File: src/rtl/spl_multi_pkg.sv
// Shared types and width helpers for the multi-channel SPL meter.
package spl_multi_pkg;

  typedef enum logic {
    RD_IDLE  = 1'b0,
    RD_VALID = 1'b1
  } rd_state_t;

  function automatic int ch_width(input int n);
    return (n <= 1) ? 1 : $clog2(n);
  endfunction

  function automatic int lvl_width(input int w);
    return (w <= 2) ? 1 : $clog2(w);
  endfunction

  // Counter width able to hold the value n itself (at least one bit)
  function automatic int cnt_width(input int n);
    return (n < 1) ? 1 : $clog2(n + 1);
  endfunction

endpackage

File: src/rtl/spl_level_enc.sv
// Level code encoder: leading zeros of peak[W-2:0], clamped to the all-ones code.
module spl_level_enc #(
  parameter int W     = 16,
  parameter int LVL_W = 4
) (
  input  logic [W-1:0]     peak,
  output logic [LVL_W-1:0] level
);
  localparam int MAXL = (1 << LVL_W) - 1;

  int   cnt;
  logic unused_msb;

  // Ascending scan: the highest set bit is the last to write cnt
  always_comb begin
    cnt = W - 1;
    for (int i = 0; i <= W - 2; i++) begin
      if (peak[i]) cnt = W - 2 - i;
    end
  end

  assign level      = (cnt > MAXL) ? LVL_W'(MAXL) : LVL_W'(cnt);
  assign unused_msb = peak[W-1];

endmodule

File: src/rtl/spl_multi.sv
// Multi-channel SPL meter: per-channel peak hold, hold timer, linear decay, registered read port.
// Optional level encoder enabled by defining SPL_MULTI_LEVEL_EN; otherwise rd_level is tied to 0.
//
//  state    | meaning
//  RD_IDLE  | no read data presented, rd_valid=0
//  RD_VALID | read data registered last cycle, rd_valid=1
module spl_multi
  import spl_multi_pkg::*;
#(
  parameter  int W          = 16,
  parameter  int CHANS      = 4,
  parameter  int HOLD       = 8,
  parameter  int DECAY_STEP = 1,
  localparam int CH_W       = ch_width(CHANS),
  localparam int LVL_W      = lvl_width(W)
) (
  input  logic             ck,
  input  logic             rst_n,
  input  logic             clear,
  input  logic             in_valid,
  input  logic [CH_W-1:0]  in_chan,
  input  logic [W-1:0]     in,
  input  logic             decay_en,
  input  logic             rd_en,
  input  logic [CH_W-1:0]  rd_chan,
  output logic             rd_valid,
  output logic [W-1:0]     rd_peak,
  output logic [LVL_W-1:0] rd_level
);
  localparam int              HW       = cnt_width(HOLD);
  localparam logic [HW-1:0]   HOLD_V   = HW'(HOLD);
  localparam logic [W-1:0]    STEP     = W'(DECAY_STEP);
  localparam logic [W-1:0]    MOST_NEG = {1'b1, {(W-1){1'b0}}};
  localparam logic [W-1:0]    MAG_MAX  = {1'b0, {(W-1){1'b1}}};

  logic [W-1:0]  peak_q [CHANS];
  logic [W-1:0]  peak_d [CHANS];
  logic [HW-1:0] hold_q [CHANS];
  logic [HW-1:0] hold_d [CHANS];
  logic [W-1:0]  mag;
  logic [W-1:0]  sel_peak;
  rd_state_t     state_q, state_d;

  // Most-negative input has no positive counterpart in W bits, so it saturates
  always_comb begin
    if (in == MOST_NEG)  mag = MAG_MAX;
    else if (in[W-1])    mag = -in;
    else                 mag = in;
  end

  // Out-of-range in_chan matches no channel and is dropped naturally
  always_comb begin
    for (int c = 0; c < CHANS; c++) begin
      peak_d[c] = peak_q[c];
      hold_d[c] = hold_q[c];
      if (clear) begin
        peak_d[c] = '0;
        hold_d[c] = '0;
      end else if (in_valid && (in_chan == CH_W'(c)) && (mag >= peak_q[c])) begin
        peak_d[c] = mag;
        hold_d[c] = HOLD_V;
      end else if (decay_en) begin
        if (hold_q[c] != '0) hold_d[c] = hold_q[c] - HW'(1);
        else                 peak_d[c] = (peak_q[c] > STEP) ? peak_q[c] - STEP : '0;
      end
    end
  end

  always_ff @(posedge ck or negedge rst_n) begin
    if (!rst_n) begin
      for (int c = 0; c < CHANS; c++) begin
        peak_q[c] <= '0;
        hold_q[c] <= '0;
      end
    end else begin
      for (int c = 0; c < CHANS; c++) begin
        peak_q[c] <= peak_d[c];
        hold_q[c] <= hold_d[c];
      end
    end
  end

  always_comb begin
    sel_peak = '0;
    for (int c = 0; c < CHANS; c++) begin
      if (rd_chan == CH_W'(c)) sel_peak = peak_q[c];
    end
  end

  always_comb begin
    state_d = rd_en ? RD_VALID : RD_IDLE;
  end

  always_ff @(posedge ck or negedge rst_n) begin
    if (!rst_n) state_q <= RD_IDLE;
    else        state_q <= state_d;
  end

  assign rd_valid = (state_q == RD_VALID);

  always_ff @(posedge ck or negedge rst_n) begin
    if (!rst_n)     rd_peak <= '0;
    else if (rd_en) rd_peak <= sel_peak;
  end

`ifdef SPL_MULTI_LEVEL_EN
  logic [LVL_W-1:0] sel_level;

  spl_level_enc #(
    .W     (W),
    .LVL_W (LVL_W)
  ) u_level_enc (
    .peak  (sel_peak),
    .level (sel_level)
  );

  always_ff @(posedge ck or negedge rst_n) begin
    if (!rst_n)     rd_level <= '1;
    else if (rd_en) rd_level <= sel_level;
  end
`else
  assign rd_level = '0;
`endif

endmodule
File: config.mk
export PLATFORM = sky130hd
export DESIGN_NAME = spl_multi
export DESIGN_NICKNAME = d
export VERILOG_FILES = /design/src/rtl/spl_multi_pkg.sv /design/src/rtl/spl_level_enc.sv /design/src/rtl/spl_multi.sv
export SDC_FILE = /design/constraint.sdc
export NUM_CORES = 1
export LEC_CHECK = 0
export ABC_AREA = 1
export CAP_MARGIN = 20
export CORE_ASPECT_RATIO = 0.5
export CORE_MARGIN = 10
export CORE_UTILIZATION = 39
export CTS_BUF_LIST = sky130_fd_sc_hd__clkbuf_16
export CTS_CLUSTER_DIAMETER = 80
export DETAILED_ROUTE_END_ITERATION = 10
export GPL_TIMING_DRIVEN = 0
export PLACE_DENSITY = 0.61
export RECOVER_POWER = 25
export SYNTH_ARGS = -nofsm -noshare
export SYNTH_HDL_FRONTEND = slang
export SYNTH_SLANG_ARGS = --single-unit
File: constraint.sdc
create_clock -name ck -period 3.46 [get_ports ck]
set_input_delay 0.692 -clock ck [delete_from_list [all_inputs] [get_ports ck]]
set_output_delay 0.692 -clock ck [all_outputs]
set_load 0.005 [all_outputs]
# Word level (Yosys, flattened, before mapping)
# Cells that the tools add are included.
[word_totals] reg_bits=97 in_bits=26 output_inout_bits=21 word_cells=111
[op_classes] add_sub_neg=9 n_lt_le_gt_ge=8 eq_ne=11 muxes=43 reduce_logical=30
[op_table] cell="16-bit 2-to-1 mux" n=26
[op_table] cell="16-bit greater-or-equal comparator" n=4
[op_table] cell="16-bit by 1-bit > comparator with 1-bit output, second input constant" n=4
[op_table] cell="4-bit 2-to-1 mux" n=16
[op_table] cell="16-bit by 1-bit subtractor with 16-bit output, second input constant" n=4
[op_table] cell="3-bit nonzero test" n=8
[op_table] cell="16-bit == test, second input constant" n=1
[op_table] cell="16-bit negation" n=1
[op_table] cell="2-bit AND reduction" n=8
[op_table] cell="4-bit nonzero test" n=4
[op_table] cell="4-bit by 1-bit subtractor with 4-bit output, second input constant" n=4
[op_table] cell="3-bit != test, second input constant" n=4
[op_table] cell="2-bit == test, second input constant" n=4
[op_table] cell="1-bit logical AND" n=8
[op_table] cell="2-bit by 1-bit == test with 1-bit output, second input constant" n=2
[op_table] cell="2-bit zero test" n=2
[op_table] cell="1-bit 2-to-1 mux" n=1

# Depth between registers and ports, before layout
# Gate-level depths: netlist (run 1).
[depth] depth_word=7 ltp_mapped=25 ltp_nobuf=24

# Least setup slack after synthesis (run 1)
# No wires, ideal clock.
[synth_timing] kind="input-to-reg" from="in in[1]" to="reg peak_q[48] in the netlist's numbering" setup_ns=0.118 arrival_ns=3.047 required_time_ns=3.342 path_slack_ns=0.296 cell_stages=18 path_buffers=1 cell_sequence="inv_1 > ha_1 > nand3_1 > nor2_2 > nand3_1 > nand3_1 > nand3_1 > ha_1 > nand2_1 > nor4_1 > nand2_1 > nand2_2 > nand2_4 > nand2_2 > inv_2 > buf_4 > nand3_1 > nand2_1"
[synth_via] elab_chain_len=7 elab_cells_between_ends=11 cone_classes="1 x add/sub; 1 x order compare; 2 x eq/ne; 4 x mux; 3 x reduce/logical"
[synth_rtl] element="from (decl)" line_no="spl_multi.sv:22" text="input logic [W-1:0] in,"
[synth_rtl] element="16-bit negation" line_no="spl_multi.sv:47" text="else if (in[W-1]) mag = -in;"
[synth_rtl] element="16-bit 2-to-1 mux" line_no="spl_multi.sv:47"
[synth_rtl] element="16-bit 2-to-1 mux (*)" line_no="spl_multi.sv:46" text="if (in == MOST_NEG) mag = MAG_MAX;"
[synth_rtl] element="16-bit greater-or-equal comparator" line_no="spl_multi.sv:59" text="end else if (in_valid && (in_chan == CH_W'(c)) && (mag >= peak_q[c])) begin"
[synth_rtl] element="1-bit logical AND" line_no="spl_multi.sv:59"
[synth_rtl] element="3-bit != test (no source line) (tied with other cells)"
[synth_rtl] element="2-bit AND reduction (no source line) / 16-bit 2-to-1 mux (equally long branches)"
[synth_rtl] element="to (signal, indexed assignment)" line_no="spl_multi.sv:77" text="peak_q[c] <= peak_d[c];"
[synth_rtl] element="to (decl)" line_no="spl_multi.sv:36" text="logic [W-1:0] peak_q [CHANS];"
# Every way passes the cells marked *; elsewhere a longest branch is shown, timed or not.
# A chain may end at the register's enable or synchronous reset.

# Worst setup path in the final report (run 1)
[layout_timing] from="in in[11]" to="reg peak_q[34] in the netlist's numbering"
# The elaborated chain is that of the path after synthesis.

==> results of run 1 <==
-- layer usage --
metal	track usage	share of wire	up-vias
li1	-	-	5091
met1	0.292	0.45	5012
met2	0.327	0.43	425
met3	0.0635	0.095	62
met4	0.0639	0.023	0
met5	0	0	-
-- layout make-up --
class | count | area (um^2)
Buffer | 55 | 350
Clock buffer | 9 | 225
Clock inverter | 7 | 85.1
Fill cell | 2417 | 12100
Inverter | 180 | 701
Multi-Input combinational cell | 1162 | 6790
Sequential cell | 97 | 2430
Tap cell | 315 | 394
Timing Repair Buffer | 100 | 967
-- power by group --
part	internal [mW]	switching [mW]	total [mW]
combinational	2.27	3.80	6.08
clock	0.575	0.532	1.11
sequential	1.55	0.531	2.08
total	4.40	4.87	9.27
-- how the worst max path moves through the flow --
| stage | start | endpoint | slack, ps | cells past startpoint |
|---|---|---|---|---|
| after global placement | rst_n | peak_q[29]$_DFFE_PN0P_ | -2190 | 1 |
| final | in[11] | peak_q[34]$_DFFE_PN0P_ | 60 | 21 |
| after detailed placement | in[0] | peak_q[60]$_DFFE_PN0P_ | -1130 | 19 |
| after CTS | in[15] | peak_q[22]$_DFFE_PN0P_ | 2 | 22 |
| after floorplan | in[1] | peak_q[48]$_DFFE_PN0P_ | 300 | 18 |
| after global routing | in[11] | peak_q[39]$_DFFE_PN0P_ | -70 | 21 |
-- metrics by stage --
stage | util | total power, mW | cells | hold WS (ps) | cell area [um^2]
after floorplan | - | 6.07 | 1493 | 396 | 9550
after global placement | 0.430 | 7.41 | 1848 | 465 | 10300
after detailed placement | 0.432 | 7.56 | 1850 | 474 | 10400
after CTS | 0.464 | 8.82 | 1892 | 311 | 11200
after global routing | 0.497 | 10.1 | 1925 | 522 | 11900
final | 0.497 | 9.27 | 1925 | 485 | 11900
-- what timing repair did --
| item | in CTS | in global routing |
|---|---|---|
| pin swaps | 12 | 36 |
| endpoints found under the setup margin | 80 | 77 |
| resized for setup | 60 | 102 |
| buffers inserted | 26 | 28 |
| hold buffers | 0 | 0 |
| cloned | 0 | 5 |
-- cell families (layout without fill, tap and decap cells) --
logic type	count (synthesis)	count (layout)	synth area share
compound gates	145	145	0.0867
xor+xnor	42	42	0.0386
fa+ha+maj	81	81	0.106
buf+inv	235	351	0.101
flops	97	97	0.255
other cells	1	4	0.000393
simple gates	889	890	0.412
-- layout by cell type (no fill, tap or decap), drive strengths merged, types with 16 or more instances in the layout --
master / count
nor2: 172
a221oi: 16
inv: 181
clkdlybuf4s50: 30
a21oi: 54
o22ai: 16
nand4: 64
nand3: 162
ha: 81
dfrtp: 97
clkbuf: 30
xor2: 40
buf: 95
o21ai: 56
nand2: 462
-- worst reg2reg max path, delay by kind of cell (launching register included) --
family	cells	cell delay, ps
adders and majority gates	1	340
AOI/OAI and AO/OA	2	270
DFF	1	470
buffers and inverters	4	380
and+or+nand+nor	8	750
-- state kept, by name, indices dropped and copies added (netlist names) --
register  cells
peak_q       64
hold_q       16
rd_peak      16
rd_valid      1
==> metrics, run 1 <==
fin nets 1712; PwrDens 776 nW/um^2; Lkg Pwr 6.09 nW; Fin Clk Skew 13.9 ps; first-pass GRT wire length 52100 um; vias per cell 5.50; Tmin final 3400 ps; Total Routing Usage GR 0.216; final max-slew violation count 41; Die Span X 241 um; CTS Root Cell clkbuf_16; Crit path largest cell delay 500 ps; setup tns final 0 ps; Port Buf Inserts 40; Starting Density 0.397; Most used DFF post-synth dfrtp_1; worst-path cell chain clkdlybuf4s50_1 > nor2_4 > inv_1 > nor2_2 > nand4_4 > clkbuf_16 > nand2_8 > ha_1 > nand2_1 > inv_1 > o21bai_1 > a21oi_2 > nor2_2 > nand2_4 > nand2_8 > nand2_8 > clkinv_8 > buf_4 > nand2_4 > nand2_1 > nand2_1; Commonest cells post-synth nand2_1, inv_1, nor2_1; # diodes 0; worst min-delay path startpoint rd_peak[1]$_DFFE_PN0P_; syn_area_per_cell 6.40 um^2; Core ar. 24000 um^2; Rel. slew slack -0.715; leading area contributor after synthesis dfrtp_1; peak fanout along the critical path 8; htree depth 3; startpoint types input port; nature of the critical path endpoint flop; status complete, but fails checks; count leader, synth nand2_1; routed vias 10590; count of different cell masters after synthesis 43; Post-synth EDFFs 0; critical path's slowest cell clkdlybuf4s50_1; vias in the first global route 9350; endpoints failing hold 0; wire per inst 18.3 um; first-pass detailed-route iteration total 6; post-DP HPWL 26100 um; antenna violations before repair 0; Routed Antenna Nets 0; Post-Syn Instances 1490; reg2reg end peak_q[34]$_DFFE_PN0P_; Clock transition at path regs 80 ps; grt ovf 0; RD Place Congestion 0.955; dpl ws -1130 ps; clock sink count 97; Slew @ Worst Pin 2570 ps; clock buffer depth 2; Clock Latency Late Sink 390 ps; delay-heaviest family, CP simple AND/OR/NAND/NOR gates; Reg2Reg Setup Slack 1130 ps; DR iter-0 viols 1267; YS warnings 0; PnR worst setup slack 60.2 ps; largest net degree at the start of global routing 58; Achievable Freq 0.294 GHz; Die ar. 31500 um^2; Critical Path RT 3730 ps; DRC violations left 0; Setup CP Type input port to flop; crit path buf inv count 6; signal arrival time at the worst endpoint 3670 ps; Hold Path End rd_peak[1]$_DFFE_PN0P_; Max Cap Viol 1; CTS tree yes; register bit total from synthesis 97; Row Count 40; wirelength, routed 35300 um; io pins 47; r2r startpoint peak_q[41]$_DFFE_PN0P_; hold crit path type flop to flop; Synth-to-Final Area Change 25.2%; Worst R2R Path Depth 15; layout cells sized above 1 0.137; maximum VDD drop 0.298 mV; asr flop ratio synth 1.00; Tcrit/Tclk final 0.983; failing checks max-capacitance violations, max-slew violations; Netlist Area Pre-Place 9540 um^2; synth top area cells dfrtp_1, nand2_1, ha_1; hold depth 2; Die Ht 131 um; sequential area share after synthesis 0.255; Num CTS Buffers 9; area share of the largest cell type after synthesis 0.255; Final Setup Violations 0
No activity file was read; power rests on OpenSTA's default activity.
==> run 2, diff against run 1 <==
--- a/config.mk
+++ b/config.mk
@@ -16,6 +16,7 @@
 export GPL_TIMING_DRIVEN = 0
 export PLACE_DENSITY = 0.61
 export RECOVER_POWER = 25
+export SLEW_MARGIN = 40
 export SYNTH_ARGS = -nofsm -noshare
 export SYNTH_HDL_FRONTEND = slang
 export SYNTH_SLANG_ARGS = --single-unit
==> run 2 against run 1 <==
Against the previous run:
- the flow still finishes with violations (max-capacitance violations, max-slew violations)
- die area did not move
- clock skew barely moved
- sequential power barely moved
- flip-flop and latch count did not move
- first-iteration DRC count rose by 1.3%
- via count fell by 0.52%
- register-to-register slack improved by 60 ps
- worst hold slack improved by 1.5 ps
- cell count fell by 0.62%
- maximum frequency rose by 0.67%
- highest routed layer is now met5
==> metrics, run 2 (synthesized netlist as in run 1, its figures left out) <==
status complete, but fails checks (unchanged); failing checks max-capacitance violations, max-slew violations (unchanged); Die ar. 31500 um^2 (unchanged); Top reg by flops peak_q (unchanged); clock sink count 97 (unchanged); largest net degree at the start of global routing 58 (unchanged); Worst R2R Path Depth 15 (unchanged); wire per inst 18.0 um (was 18.3 um); Routed Antenna Nets 0 (unchanged); clock buffer depth 2 (unchanged); delay-heaviest family, CP simple AND/OR/NAND/NOR gates (unchanged); Core ar. 24000 um^2 (unchanged); top flop regs peak_q (64), hold_q (16), rd_peak (16) (unchanged); Rel. slew slack -0.732 (was -0.715); routed vias 10535 (was 10590); Row Count 40 (unchanged); RD Place Congestion 0.955 (unchanged); Reg2Reg Setup Slack 1190 ps (was 1130 ps); Tcrit/Tclk final 0.976 (was 0.983); crit path buf inv count 7 (was 6); reg2reg end peak_q[46]$_DFFE_PN0P_ (was peak_q[34]$_DFFE_PN0P_); CTS tree yes (unchanged); wirelength, routed 34500 um (was 35300 um); DRC violations left 0 (unchanged); Clock transition at path regs 80 ps (about the same); Starting Density 0.397 (unchanged); Die Ht 131 um (unchanged); Crit path largest cell delay 310 ps (was 500 ps); io pins 47 (unchanged); DR iter-0 viols 1283 (was 1267); Total Routing Usage GR 0.216 (about the same); peak fanout along the critical path 8 (unchanged); Tmin final 3380 ps (was 3400 ps); fin cells 1913 (was 1925); worst min-delay path startpoint rd_peak[1]$_DFFE_PN0P_ (unchanged); Lkg Pwr 6.00 nW (was 6.09 nW); Num CTS Buffers 9 (unchanged); htree depth 3 (unchanged); CTS Root Cell clkbuf_16 (unchanged); Fin Clk Skew 13.4 ps (was 13.9 ps); placed cells 1849 (was 1850); Finished Cell Area 11600 um^2 (was 11900 um^2); nature of the critical path endpoint flop (unchanged); maximum VDD drop 0.279 mV (was 0.298 mV); fin nets 1700 (was 1712); # diodes 0 (unchanged); antenna violations before repair 2 (was 0); worst hold slack 487 ps (was 485 ps); commonest non-fill, non-tap cells in the layout nand2_1, inv_1, nand3_1 (unchanged); Clock Latency Late Sink 390 ps (about the same); Port Buf Inserts 40 (unchanged); Setup CP Type input port to flop (unchanged); max FFs per register 64 (unchanged); final max-slew violation count 41 (unchanged); r2r startpoint peak_q[41]$_DFFE_PN0P_ (unchanged); commonest non-fill, non-tap cell in the layout nand2_1 (unchanged); area post-placement 10400 um^2 (about the same); setup tns final 0 ps (unchanged); Critical Path RT 3730 ps (about the same); PwrDens 783 nW/um^2 (was 776 nW/um^2); hold crit path type flop to flop (unchanged); critical path's slowest cell ha_1 (was clkdlybuf4s50_1); Hold Path End rd_peak[1]$_DFFE_PN0P_ (unchanged); vias in the first global route 9449 (was 9350); vias per cell 5.51 (was 5.50); first-pass GRT wire length 52100 um (about the same); layout cells sized above 1 0.122 (was 0.137); hold depth 2 (unchanged); post-DP HPWL 26100 um (about the same); Final Setup Violations 0 (unchanged); Die Span X 241 um (unchanged); signal arrival time at the worst endpoint 3650 ps (was 3670 ps); Final Power 9.06 mW (was 9.27 mW); Post-CTS Hold Buffers 0 (unchanged); Achievable Freq 0.296 GHz (was 0.294 GHz); Max Cap Viol 1 (unchanged); first-pass detailed-route iteration total 6 (unchanged); Synth-to-Final Area Change 21.4% (was 25.2%); endpoints failing hold 0 (unchanged); Slew @ Worst Pin 2600 ps (was 2570 ps); grt ovf 0 (unchanged); startpoint types input port (unchanged); worst-path cell chain dlygate4sd2_1 > inv_1 > ha_4 > nand3_4 > nor2_4 > buf_4 > buf_4 > o21ai_0 > nand2_1 > nand2_4 > ha_1 > nand2_1 > nor4_2 > nand2_2 > nand2_4 > buf_4 > buf_4 > nand3_1 > nand2_1 > inv_1 > nand3_1 > nand2_1 (was clkdlybuf4s50_1 > nor2_4 > inv_1 > nor2_2 > nand4_4 > clkbuf_16 > nand2_8 > ha_1 > nand2_1 > inv_1 > o21bai_1 > a21oi_2 > nor2_2 > nand2_4 > nand2_8 > nand2_8 > clkinv_8 > buf_4 > nand2_4 > nand2_1 > nand2_1)
==> run 2: cell count changes in the layout (fill, tap and decap cells not counted), sizes merged <==
cell           change
buf                -9
bufinv             -1
clkbuf             -2
clkdlybuf4s50      -2
clkinv             -1
clkinvlp           -1
dlygate4sd2        +1
dlymetal6s2s       +1
inv                +3
nand2              -1
==> run 2: final cells by class <==
type,count,area [um^2]
tap,315,394
clock inverter,7,72.6
timing repair buffer,91,871
inverter,180,691
multi-input combinational,1161,6590
clock buffer,9,225
fill,2443,12400
buffer,53,304
sequential,97,2430
==> run 2: worst reg2reg max path: stages (launching register included) <==
cell and delay (ps):
dfrtp_1 480, inv_1 120, ha_1 330, nand2_1 90, inv_1 50, o21bai_1 180
a21oi_2 80, nor2_2 140, nand2_4 90, nand2_4 100, nand2_4 80, inv_8 100
nand2_8 70, buf_6 150, nand2_1 70, nand2_1 50
==> run 2: report_power, final <==
| group | leakage (nW) | switching, mW | total [mW] | internal (mW) |
|---|---|---|---|---|
| combinational | 4.56 | 3.73 | 5.94 | 2.21 |
| clock | 0.143 | 0.529 | 1.04 | 0.510 |
| sequential | 1.30 | 0.527 | 2.08 | 1.55 |
==> run 2: how the worst max path moves through the flow <==
stage          startpoint                      to  cells after the start
2_1_floorplan       in[1]  peak_q[48]$_DFFE_PN0P_                     18
3_3_place_gp        rst_n  peak_q[29]$_DFFE_PN0P_                      1
3_5_place_dp        in[0]  peak_q[58]$_DFFE_PN0P_                     19
4_1_cts             in[2]  peak_q[61]$_DFFE_PN0P_                     18
5_1_grt             in[0]  peak_q[19]$_DFFE_PN0P_                     20
6_report            in[0]  peak_q[31]$_DFFE_PN0P_                     22
==> run 2: timing repair <==
action	CTS	global route
gates cloned	0	2
pin swaps	12	24
endpoints found under the hold margin	0	0
endpoints found under the setup margin	80	76
buffers inserted	28	20
resized for setup	59	75
==> run 2: per-layer routing <==
metal,global-route usage,share of wire,routed length (um),vias up
li1,-,-,-,5069
met1,0.285,0.45,15400,4945
met2,0.331,0.43,14800,448
met3,0.0684,0.10,3440,69
met4,0.0662,0.022,763,4
met5,0,0.00075,26,-
==> run 2: per-stage QoR <==
step                setup WS [ps]   util
finish                       82.8  0.482
global route                -67.3  0.482
CTS                         -1.56  0.464
detailed placement          -1150  0.432
global placement            -2190  0.430
floorplan                     296      -
